$ cat src/rtl/serial_subtractor.sv
// Bit-serial LSB-first subtractor: Diff = a - b - Bin, one bit per clock,
// with start/done handshake and results held until the next operation completes.
module serial_subtractor #(
   parameter int unsigned WIDTH = 8
) (
   input  logic             clk,
   input  logic             rst_n,
   input  logic             start,
   input  logic [WIDTH-1:0] a,
   input  logic [WIDTH-1:0] b,
   input  logic             Bin,
   output logic             busy,
   output logic             done,
   output logic [WIDTH-1:0] Diff,
   output logic             Bout,
   output logic             Ovf
);

   localparam int unsigned CNT_W = (WIDTH > 1) ? $clog2(WIDTH) : 1;

   typedef enum logic [1:0] {
      S_IDLE  = 2'd0,
      S_SHIFT = 2'd1,
      S_DONE  = 2'd2
   } state_t;

   state_t             r_state;
   state_t             w_state_nxt;
   logic [WIDTH-1:0]   r_a;
   logic [WIDTH-1:0]   r_b;
   logic [WIDTH-1:0]   r_res;
   logic               r_br;
   logic [CNT_W-1:0]   r_cnt;
   logic               w_accept;
   logic               w_last;
   logic               w_d;
   logic               w_br_nxt;

   // Full-subtractor cell on the current LSBs
   always_comb begin
      w_d      = r_a[0] ^ r_b[0] ^ r_br;
      w_br_nxt = (~r_a[0] & r_b[0]) | (~(r_a[0] ^ r_b[0]) & r_br);
      w_accept = start && (r_state != S_SHIFT);
      w_last   = (r_state == S_SHIFT) && (r_cnt == CNT_W'(WIDTH - 1));
   end

   always_ff @(posedge clk) begin
      if (!rst_n) begin
         r_state <= S_IDLE;
      end else begin
         r_state <= w_state_nxt;
      end
   end

   always_comb begin
      w_state_nxt = r_state;
      case (r_state)
         S_IDLE:  if (start) w_state_nxt = S_SHIFT;
         S_SHIFT: if (w_last) w_state_nxt = S_DONE;
         S_DONE:  w_state_nxt = start ? S_SHIFT : S_IDLE;
         default: w_state_nxt = S_IDLE;
      endcase
   end

   // Datapath and registered outputs; result outputs move only on the last bit
   always_ff @(posedge clk) begin
      if (!rst_n) begin
         r_a   <= '0;
         r_b   <= '0;
         r_res <= '0;
         r_br  <= 1'b0;
         r_cnt <= '0;
         busy  <= 1'b0;
         done  <= 1'b0;
         Diff  <= '0;
         Bout  <= 1'b0;
         Ovf   <= 1'b0;
      end else begin
         if (w_accept) begin
            r_a   <= a;
            r_b   <= b;
            r_br  <= Bin;
            r_cnt <= '0;
         end else if (r_state == S_SHIFT) begin
            r_a   <= r_a >> 1;
            r_b   <= r_b >> 1;
            r_br  <= w_br_nxt;
            r_res <= {w_d, r_res[WIDTH-1:1]};
            r_cnt <= r_cnt + CNT_W'(1);
            if (w_last) begin
               Diff <= {w_d, r_res[WIDTH-1:1]};
               Bout <= w_br_nxt;
               // Borrow into the MSB stage versus borrow out of it
               Ovf  <= r_br ^ w_br_nxt;
            end
         end
         busy <= (w_state_nxt == S_SHIFT);
         done <= (w_state_nxt == S_DONE);
      end
   end

endmodule

$ cat config.mk
export PLATFORM = sky130hd
export DESIGN_NAME = serial_subtractor
export DESIGN_NICKNAME = d
export VERILOG_FILES = /design/src/rtl/serial_subtractor.sv
export SDC_FILE = /design/constraint.sdc
export NUM_CORES = 1
export LEC_CHECK = 0
export CORE_MARGIN = 2
export CORE_UTILIZATION = 50
export DETAILED_ROUTE_END_ITERATION = 8
export HOLD_SLACK_MARGIN = 0.12
export PLACE_DENSITY = 0.77
export SETUP_SLACK_MARGIN = 0.3
export SLEW_MARGIN = 10
export SYNTH_ARGS = -nofsm -noshare
export SYNTH_HDL_FRONTEND = slang
export SYNTH_SLANG_ARGS = --single-unit
$ cat constraint.sdc
create_clock -name clk -period 1.69 [get_ports clk]
set_clock_uncertainty 0.05 [all_clocks]
set_input_delay 0.338 -clock clk [delete_from_list [all_inputs] [get_ports clk]]
set_output_delay 0.338 -clock clk [all_outputs]
set_load 0.01 [all_outputs]
==> results of run 1 <==
## final cells by class
type | instances | area share (%)
Clock buffer | 7 | 3.16
Clock inverter | 1 | 0.243
Sequential cell | 41 | 40.0
Timing Repair Buffer | 36 | 16.4
Multi-Input combinational cell | 135 | 37.2
Tap cell | 44 | 2.68
Inverter | 2 | 0.365
## layout by cell type (no fill, tap or decap)
| cell type | count |
|---|---|
| and2_1 | 4 |
| mux2i_1 | 3 |
| ha_4 | 2 |
| and2b_4 | 1 |
| and3b_2 | 2 |
| fa_2 | 1 |
| a21boi_0 | 4 |
| clkbuf_2 | 7 |
| nand3_1 | 18 |
| clkinv_2 | 1 |
| o21ai_1 | 10 |
| clkdlybuf4s50_1 | 19 |
| buf_4 | 3 |
| nor2_1 | 3 |
| clkbuf_4 | 5 |
| inv_2 | 1 |
| dlygate4sd2_1 | 1 |
| o21a_1 | 1 |
| a21oi_1 | 29 |
| dfxtp_2 | 1 |
| xnor2_1 | 1 |
| clkbuf_8 | 2 |
| o21ai_0 | 5 |
| o211a_1 | 3 |
| clkdlybuf4s15_1 | 4 |
| dfxtp_1 | 40 |
| and3_1 | 1 |
| nand2b_2 | 1 |
| buf_12 | 2 |
| o22ai_1 | 1 |
| a21boi_1 | 4 |
| nand3b_1 | 1 |
| nand2_1 | 40 |
| inv_1 | 1 |
## cell families (layout without fill, tap and decap cells)
| group | after synthesis | in the layout | share of synthesized area, % |
|---|---|---|---|
| mux | 3 | 3 | 1.81 |
| buf+inv | 18 | 46 | 7.30 |
| flops | 41 | 41 | 49.4 |
| simple gates | 70 | 71 | 18.8 |
| compound gates | 57 | 57 | 19.5 |
| fa+ha+maj | 3 | 3 | 2.71 |
| xor+xnor | 1 | 1 | 0.527 |
## Yosys cell counts, drive strengths merged (2+ instances only)
| cell type | count | share of area, % |
|---|---|---|
| mux2i | 3 | 1.8 |
| nand3 | 18 | 5.4 |
| o211a | 3 | 1.8 |
| and2 | 4 | 1.5 |
| nand2 | 40 | 9.0 |
| dfxtp | 41 | 49 |
| nor2 | 3 | 0.68 |
| a21boi | 8 | 3.6 |
| inv | 2 | 0.45 |
| clkbuf | 3 | 0.68 |
| a21oi | 29 | 8.7 |
| o21ai | 15 | 4.5 |
| ha | 2 | 1.5 |
| buf | 13 | 6.2 |
## registers in the layout, indices dropped and copies added, names as in the netlist, 2 cells and up
register  count
r_res         7
r_cnt         3
r_b           8
Diff          8
r_state       2
r_a           8
## final timing paths
kind                                            start                    to  cells after the start
worst max register to register  r_cnt[0]$_SDFFE_PP0P_  Diff[7]$_SDFFE_PN0P_                      4
worst max-delay path            r_cnt[0]$_SDFFE_PP0P_  Diff[7]$_SDFFE_PN0P_                      4
worst min register to register   Diff[0]$_SDFFE_PN0P_  Diff[0]$_SDFFE_PN0P_                      2
worst min-delay path             Diff[0]$_SDFFE_PN0P_  Diff[0]$_SDFFE_PN0P_                      2
## worst reg2reg max path, cell delays in order (launching register included)
cell	delay [ns]
dfxtp_2	0.36
ha_4	0.16
ha_4	0.16
and3b_2	0.27
o211a_1	0.24
## per-layer routing
metal | vias to the layer above | routed length, um | GRT usage (%)
li1 | 710 | - | -
met1 | 648 | 1480 | 23.9
met2 | 33 | 1570 | 33.4
met3 | 4 | 177 | 7.35
met4 | 0 | 49 | 8.21
met5 | - | 0 | 0
## where the power goes
part | internal [mW] | total (mW) | leakage, nW | switching [mW]
combinational | 0.118 | 0.231 | 0.487 | 0.113
sequential | 1.01 | 1.04 | 0.335 | 0.0298
clock | 0.241 | 0.549 | 0.0413 | 0.308
total | 1.37 | 1.82 | 0.864 | 0.451
## timing repair
action,in CTS,in global routing
endpoints found under the setup margin,33,34
cloned,1,0
resized for setup,16,24
pin swaps,0,4
buffers inserted,0,0
==> out/qor.yml, run 1 <==
outcome: "completed"
timing.fmax_mhz: 746
wl_per_cell_um: 12.3
endpoint_kind: "register"
cts_buffers: 5
cts_tree: "done"
dr.first_iter.drc_count: 80
viasPerCell: 5.24
slew_violations: 0
worst-path-buf-inv: 0
antenna_found_initial: 0
slew_headroom_pct: 78.1
fin_crit_ns: 1.34
rows: 20
grtUsageTotal_pct: 20.2
hold-worst-slack_ns: 0.409
async_reset_ff_share_pct: 0
cts_sinks: 41
synthCells: 193
io_buffers: 31
vias: 1395
max_stage_delay_ns: 0.36
grt-ovfl-total: 0
r2r_slack_ns: 0.35
drtAntennaViolNets: 0
postLayoutCellArea_sq_um: 2060
synthesis.area_sq_um: 1660
cts_hold_buffers: 0
synth_flop_cell: "dfxtp_1"
drv_cap: 0
multi_input_area_sq_um: 764
die-area_sq_um: 3800
die_y_um: 61.7
crit_path_start_kind: "register"
cp_top_family: "flip-flops"
nFillCells: 288
cpMostUsedCell: "ha_4"
p_leak_nw: 0.864
fin_tns_setup_ns: 0
arrival_ns: 1.54
synth_area_per_cell_sq_um: 8.62
place.gp.congestion: 0.736
timing.final.crit_share_pct: 79.3
die_w_um: 61.7
grt_pass1_wl_um: 5540
htree_num_levels: 2
n_antenna_cell: 0
dr.pass1.iters: 6
syn_to_final_growth_pct: 23.6
finalWirelength_um: 3280
rsz0062_at_grt: "yes"
placed_area_sq_um: 1980
cts_root_buf: "clkbuf_4"
drc: 0
path_cells: "ha_4, ha_4, and3b_2, o211a_1"
yosysWarningCount: 0
power_mw: 1.82
dpl.cell_count: 257
cts.path.max_buffers: 2
grt_max_degree: 49
synthDistinctLibCells: 28
clk_latency_ns: 0.35
crit_type: "register to register"
synth-edff-count: 0
final_layout_size_suffix_gt1_share_pct: 13.1
worst_pin_slew_ns: 0.328
final_cells: 266
max-vdd-ir-drop_mv: 0.453
p_per_area_nw_per_um2: 887
grt_pass1_vias: 1316
crit_slowest_cell: "dfxtp_2"
ios: 32
pre_cts_slack_ns: 0.105
crit_fanout: 7
timing.final.ws_setup_ns: 0.350
start_util_pct: 53.6
dp_hpwl_um: 2190
yosys_register_bits: 41
cts.clk_slew.worst_paths_ns: 0.12
yosysSeqAreaShare_pct: 49.4
required_ns: 1.89
nNetsFinal: 244
hold_viol: 0
regArea_sq_um: 822
core_sq_um: 3100
syn_nets: 216
final_util_pct: 66.3
setup-violations-final: 0
worstHoldPathType: "register to register"
(Power assumes the default switching activity.)
==> inputs of run 2 (changes only) <==
- clock period: 1.69 -> 1.4 ns (I/O delays scaled with it)
==> run 2 against run 1 <==
  * First-iteration DRC count increased by 6.3%
  * Die area unchanged
  * Critical path depth increased by 2
  * Global-route usage increased by 0.56 points
  * Design area increased by 20%
  * Clock power increased by 8.7%
  * Critical path type unchanged
  * Setup slack got worse by 0.31 ns
  * Maximum frequency decreased by 1.7%
  * Combinational power increased by 86%
  * Count of clock-buffer cells in the layout unchanged
==> out/qor.yml, run 2 (same netlist as run 1, synthesis figures left out) <==
outcome: "completed"
p_per_area_nw_per_um2: 932
core_sq_um: 3100
fin_crit_ns: 1.36
crit_path_start_kind: "register"
hold_viol: 0
clk_latency_ns: 0.34
nFillCells: 222
final_layout_size_suffix_gt1_share_pct: 38.9
grt_max_degree: 33
max_stage_delay_ns: 0.36
drtAntennaViolNets: 0
place.gp.congestion: 0.738
layout_common_cells: "nand2_1, dfxtp_1, nand3_1, clkdlybuf4s50_1, dfxtp_2"
crit_fanout: 8
finalWirelength_um: 4080
syn_to_final_growth_pct: 48.4
timing.fmax_mhz: 734
dp_hpwl_um: 2350
worst_pin_slew_ns: 0.310
cts_sinks: 41
postLayoutCellArea_sq_um: 2470
cts.path.max_buffers: 2
die-area_sq_um: 3800
ios: 32
timing.final.crit_share_pct: 97.4
endpoint_kind: "register"
vias: 1474
cts_tree: "done"
top_usage_layer: "met2"
met1_usage_pct: 24.5
required_ns: 1.64
rsz0062_at_grt: "yes"
grtUsageTotal_pct: 20.8
drv_cap: 0
setup-violations-final: 0
final_util_pct: 79.5
path_cells: "ha_4, ha_4, buf_6, nand3b_1, nand3_1, nand2_1"
die_w_um: 61.7
p_leak_nw: 1.05
worstHoldPathType: "primary input to register"
top_regs: "Diff (8), r_a (8), r_b (8)"
crit_type: "register to register"
htree_num_levels: 2
die_y_um: 61.7
slew_headroom_pct: 79.3
met3_usage_pct: 5.04
n_antenna_cell: 0
grt_util_met2_pct: 35.8
max-vdd-ir-drop_mv: 0.553
io_buffers: 31
placed_area_sq_um: 2080
viasPerCell: 5.30
arrival_ns: 1.60
grt_pass1_vias: 1303
crit_slowest_cell: "dfxtp_2"
nNetsFinal: 257
final_common_cell: "nand2_1"
cts_hold_buffers: 0
antenna_found_initial: 0
slew_violations: 0
cts_root_buf: "clkbuf_4"
cp_top_family: "simple AND/OR/NAND/NOR gates"
dr.pass1.iters: 4
drc: 0
grt-ovfl-total: 0
dr.first_iter.drc_count: 85
worst-path-buf-inv: 1
cts.clk_slew.worst_paths_ns: 0.12
start_util_pct: 53.6
wl_per_cell_um: 14.7
rows: 20
cts_buffers: 5
grt_pass1_wl_um: 5640
cpMostUsedCell: "ha_4"
[run 2: cell types whose count changed in the layout (fill, tap and decap cells not counted), moves of 7 or more]
cell     delta
a21oi_1    -16
dfxtp_1    -16
buf_6      +15
dfxtp_2    +15
a21oi_2    +11
nand2_1     -7
[run 2: metrics by stage]
stage	setup TNS [ns]	power, mW	instances	hold slack [ns]	setup WS (ns)
after global placement	0	1.58	262	0.386	0.00633
after detailed placement	-0.142	1.59	262	0.395	-0.0495
after global routing	-0.0903	2.39	278	0.328	-0.0298
after floorplan	0	1.47	193	0.358	0.0735
after CTS	0	2.19	273	0.413	0.0622
final	0	2.30	278	0.322	0.0370
[run 2: metal layers]
layer | vias to the layer above | routed length (um)
li1 | 737 | -
met1 | 690 | 1680
met2 | 40 | 2160
met3 | 7 | 178
met4 | 0 | 59
met5 | - | 0
[run 2: layout make-up]
cell class,count,area (sq um),share of cell area (%)
multi-input cells,134,921,37.3
well taps,44,55.1,2.23
flip-flops and latches,41,845,34.2
repair buffers,50,584,23.7
clock buffers,7,55.1,2.23
inverters,2,7.51,0.304
[run 2: final timing paths]
path | start | to | slack [ns] | cells after the start
max | r_cnt[1]$_SDFFE_PP0P_ | Diff[6]$_SDFFE_PN0P_ | 0.04 | 6
min | start | r_a[5]$_SDFFE_PN0P_ | 0.32 | 4
max reg2reg | r_cnt[1]$_SDFFE_PP0P_ | Diff[6]$_SDFFE_PN0P_ | 0.04 | 6
min reg2reg | r_res[1]$_SDFFE_PN0P_ | Diff[0]$_SDFFE_PN0P_ | 0.41 | 2
[run 2: tightest hold or removal path, cell delays in order]
cell            delay, ns
dlymetal6s2s_1       0.15
buf_6                0.15
nand2_1              0.05
a21oi_1              0.05
[run 2: what timing repair did]
item / CTS / global route
gates resized for setup: 75 / 53
setup buffers: 4 / 2
endpoints found under the hold margin: 0 / 0
pin swaps: 11 / 26
cloned: 0 / 3
setup endpoints to repair: 46 / 53
[run 2: report_power, final]
group	total, mW	leakage [nW]	internal, mW	switching, mW
clock	0.597	0.0314	0.238	0.360
combinational	0.429	0.671	0.231	0.198
sequential	1.27	0.343	1.22	0.0493
==> edit, RTL diff (flow settings as in run 2) <==
`WIDTH`: 8 -> 16.
--- a/src/rtl/serial_subtractor.sv
+++ b/src/rtl/serial_subtractor.sv
@@ -3,3 +3,3 @@
 module serial_subtractor #(
-   parameter int unsigned WIDTH = 8
+   parameter int unsigned WIDTH = 16
 ) (
Interface: changed (resized Diff, a and b); port bits go from 32 to 56. No check against the original RTL was run, so the function may have changed too.
==> edit against run 2 <==
- sequential power up 80%
- total power up 100%
- cell area up 95%
- worst setup slack worse by 32 ps
- die area up 75%
- final cell count up 75%
- sequential cell count up 33
- count of clock-buffer cells in the layout up 4
- area after synthesis up 81%
- worst hold slack better by 93 ps
- routed wire length up 110%
- critical path type unchanged
- critical endpoint is now Diff[5]
==> edit: results (changes against run 2) <==
[status]
outcome=finished, final reports clean

[layout]
num-nets-final=446  ; +74%
top_regs=Diff (16), r_a (16), r_b (16)

[global_route]
grt_max_degree=27  ; -18%
grt_util_met3_pct=4.95  ; -0.097 points
grt_use_met1_pct=28.8  ; +4.4 points
use_met2_pct=40.2  ; +4.4 points

[setup_path]
r2r_start=r_cnt[2]
startpoint=r_cnt[2]
cp_max_fo=5  ; -3
r2r_cells=4  ; -2

[route]
drtIter0Drc=148  ; +74%
wl_per_cell_um=17.9  ; +22%

[yosys]
synth_compound_area_share_pct=12.9  ; -6.5 points
synth_cells=325  ; +68%
synth_common_cells=dfxtp_1, nand2_1, mux2i_1
synth_fp_nets=363  ; +68%
ys_top_cells_by_area=dfxtp_1, mux2i_1, a211oi_1, nand2_1, nor2_1
seq_area_frac_synth_pct=49.1  ; -0.25 points

[cts]
htreeDepth=3  ; +1
cts-buffers-inserted=9  ; +4
cts-root-buf=clkbuf_8
clkTransAtPathRegs_ps=80  ; -40 ps

[placement]
placedCellCount=441  ; +68%
place_hpwl_um=4070  ; +73%
place_area_sq_um=3690  ; +77%
place_ws_ps=-83.0  ; -33.5 ps

[pwr]
vdd_drop_max_mv=0.699  ; +26%
power.leakage_nw=1.87  ; +79%

[timing]
tightestPinTransition_ps=347  ; +37.1 ps

[edit: repair_timing]
| item | 4_1_cts | 5_1_grt |
|---|---|---|
| cloned | 7 | 4 |
| gates resized for setup | 162 | 93 |
| setup endpoints to repair | 91 | 92 |
| buffers inserted | 14 | 6 |
| pin swaps | 25 | 38 |
[edit: cell type report]
type / instances / area (sq um)
inverter: 3 / 12.5
timing repair buffer: 98 / 1190
clock inverter: 3 / 17.5
clock buffer: 11 / 141
sequential: 74 / 1520
multi-input combinational: 222 / 1850
tap: 75 / 93.8
fill: 331 / 1060
[edit: cell families after synthesis]
group                      count (synthesis)
and+or+nand+nor                          111
DFF                                       74
AOI/OAI and AO/OA                         58
muxes                                     48
buffers and inverters                     31
adders and majority gates                  2
xor gates and xnor gates                   1
[edit: worst paths after layout]
kind,end,slack [ps]
worst min register to register,Diff[0],420
worst max register to register,Diff[5],5
worst max-delay path,Diff[5],5
worst min-delay path,Diff[0],420
[edit: power breakdown]
group | switching (mW) | total, mW | internal (mW)
clock | 0.766 | 1.43 | 0.667
sequential | 0.0795 | 2.29 | 2.21
combinational | 0.431 | 0.917 | 0.487
total | 1.28 | 4.64 | 3.36
[edit: metal layers]
metal / up-vias / wire length (um)
met5: - / 0
met2: 89 / 4590
met3: 22 / 451
met4: 0 / 218
li1: 1279 / -
met1: 1294 / 3440
[edit: critical path: cells and delay by family (launching register included)]
kind                   cells  cell delay [ps]
DFF                        1              460
and+or+nand+nor            2              450
muxes                      1              190
buffers and inverters      1              160
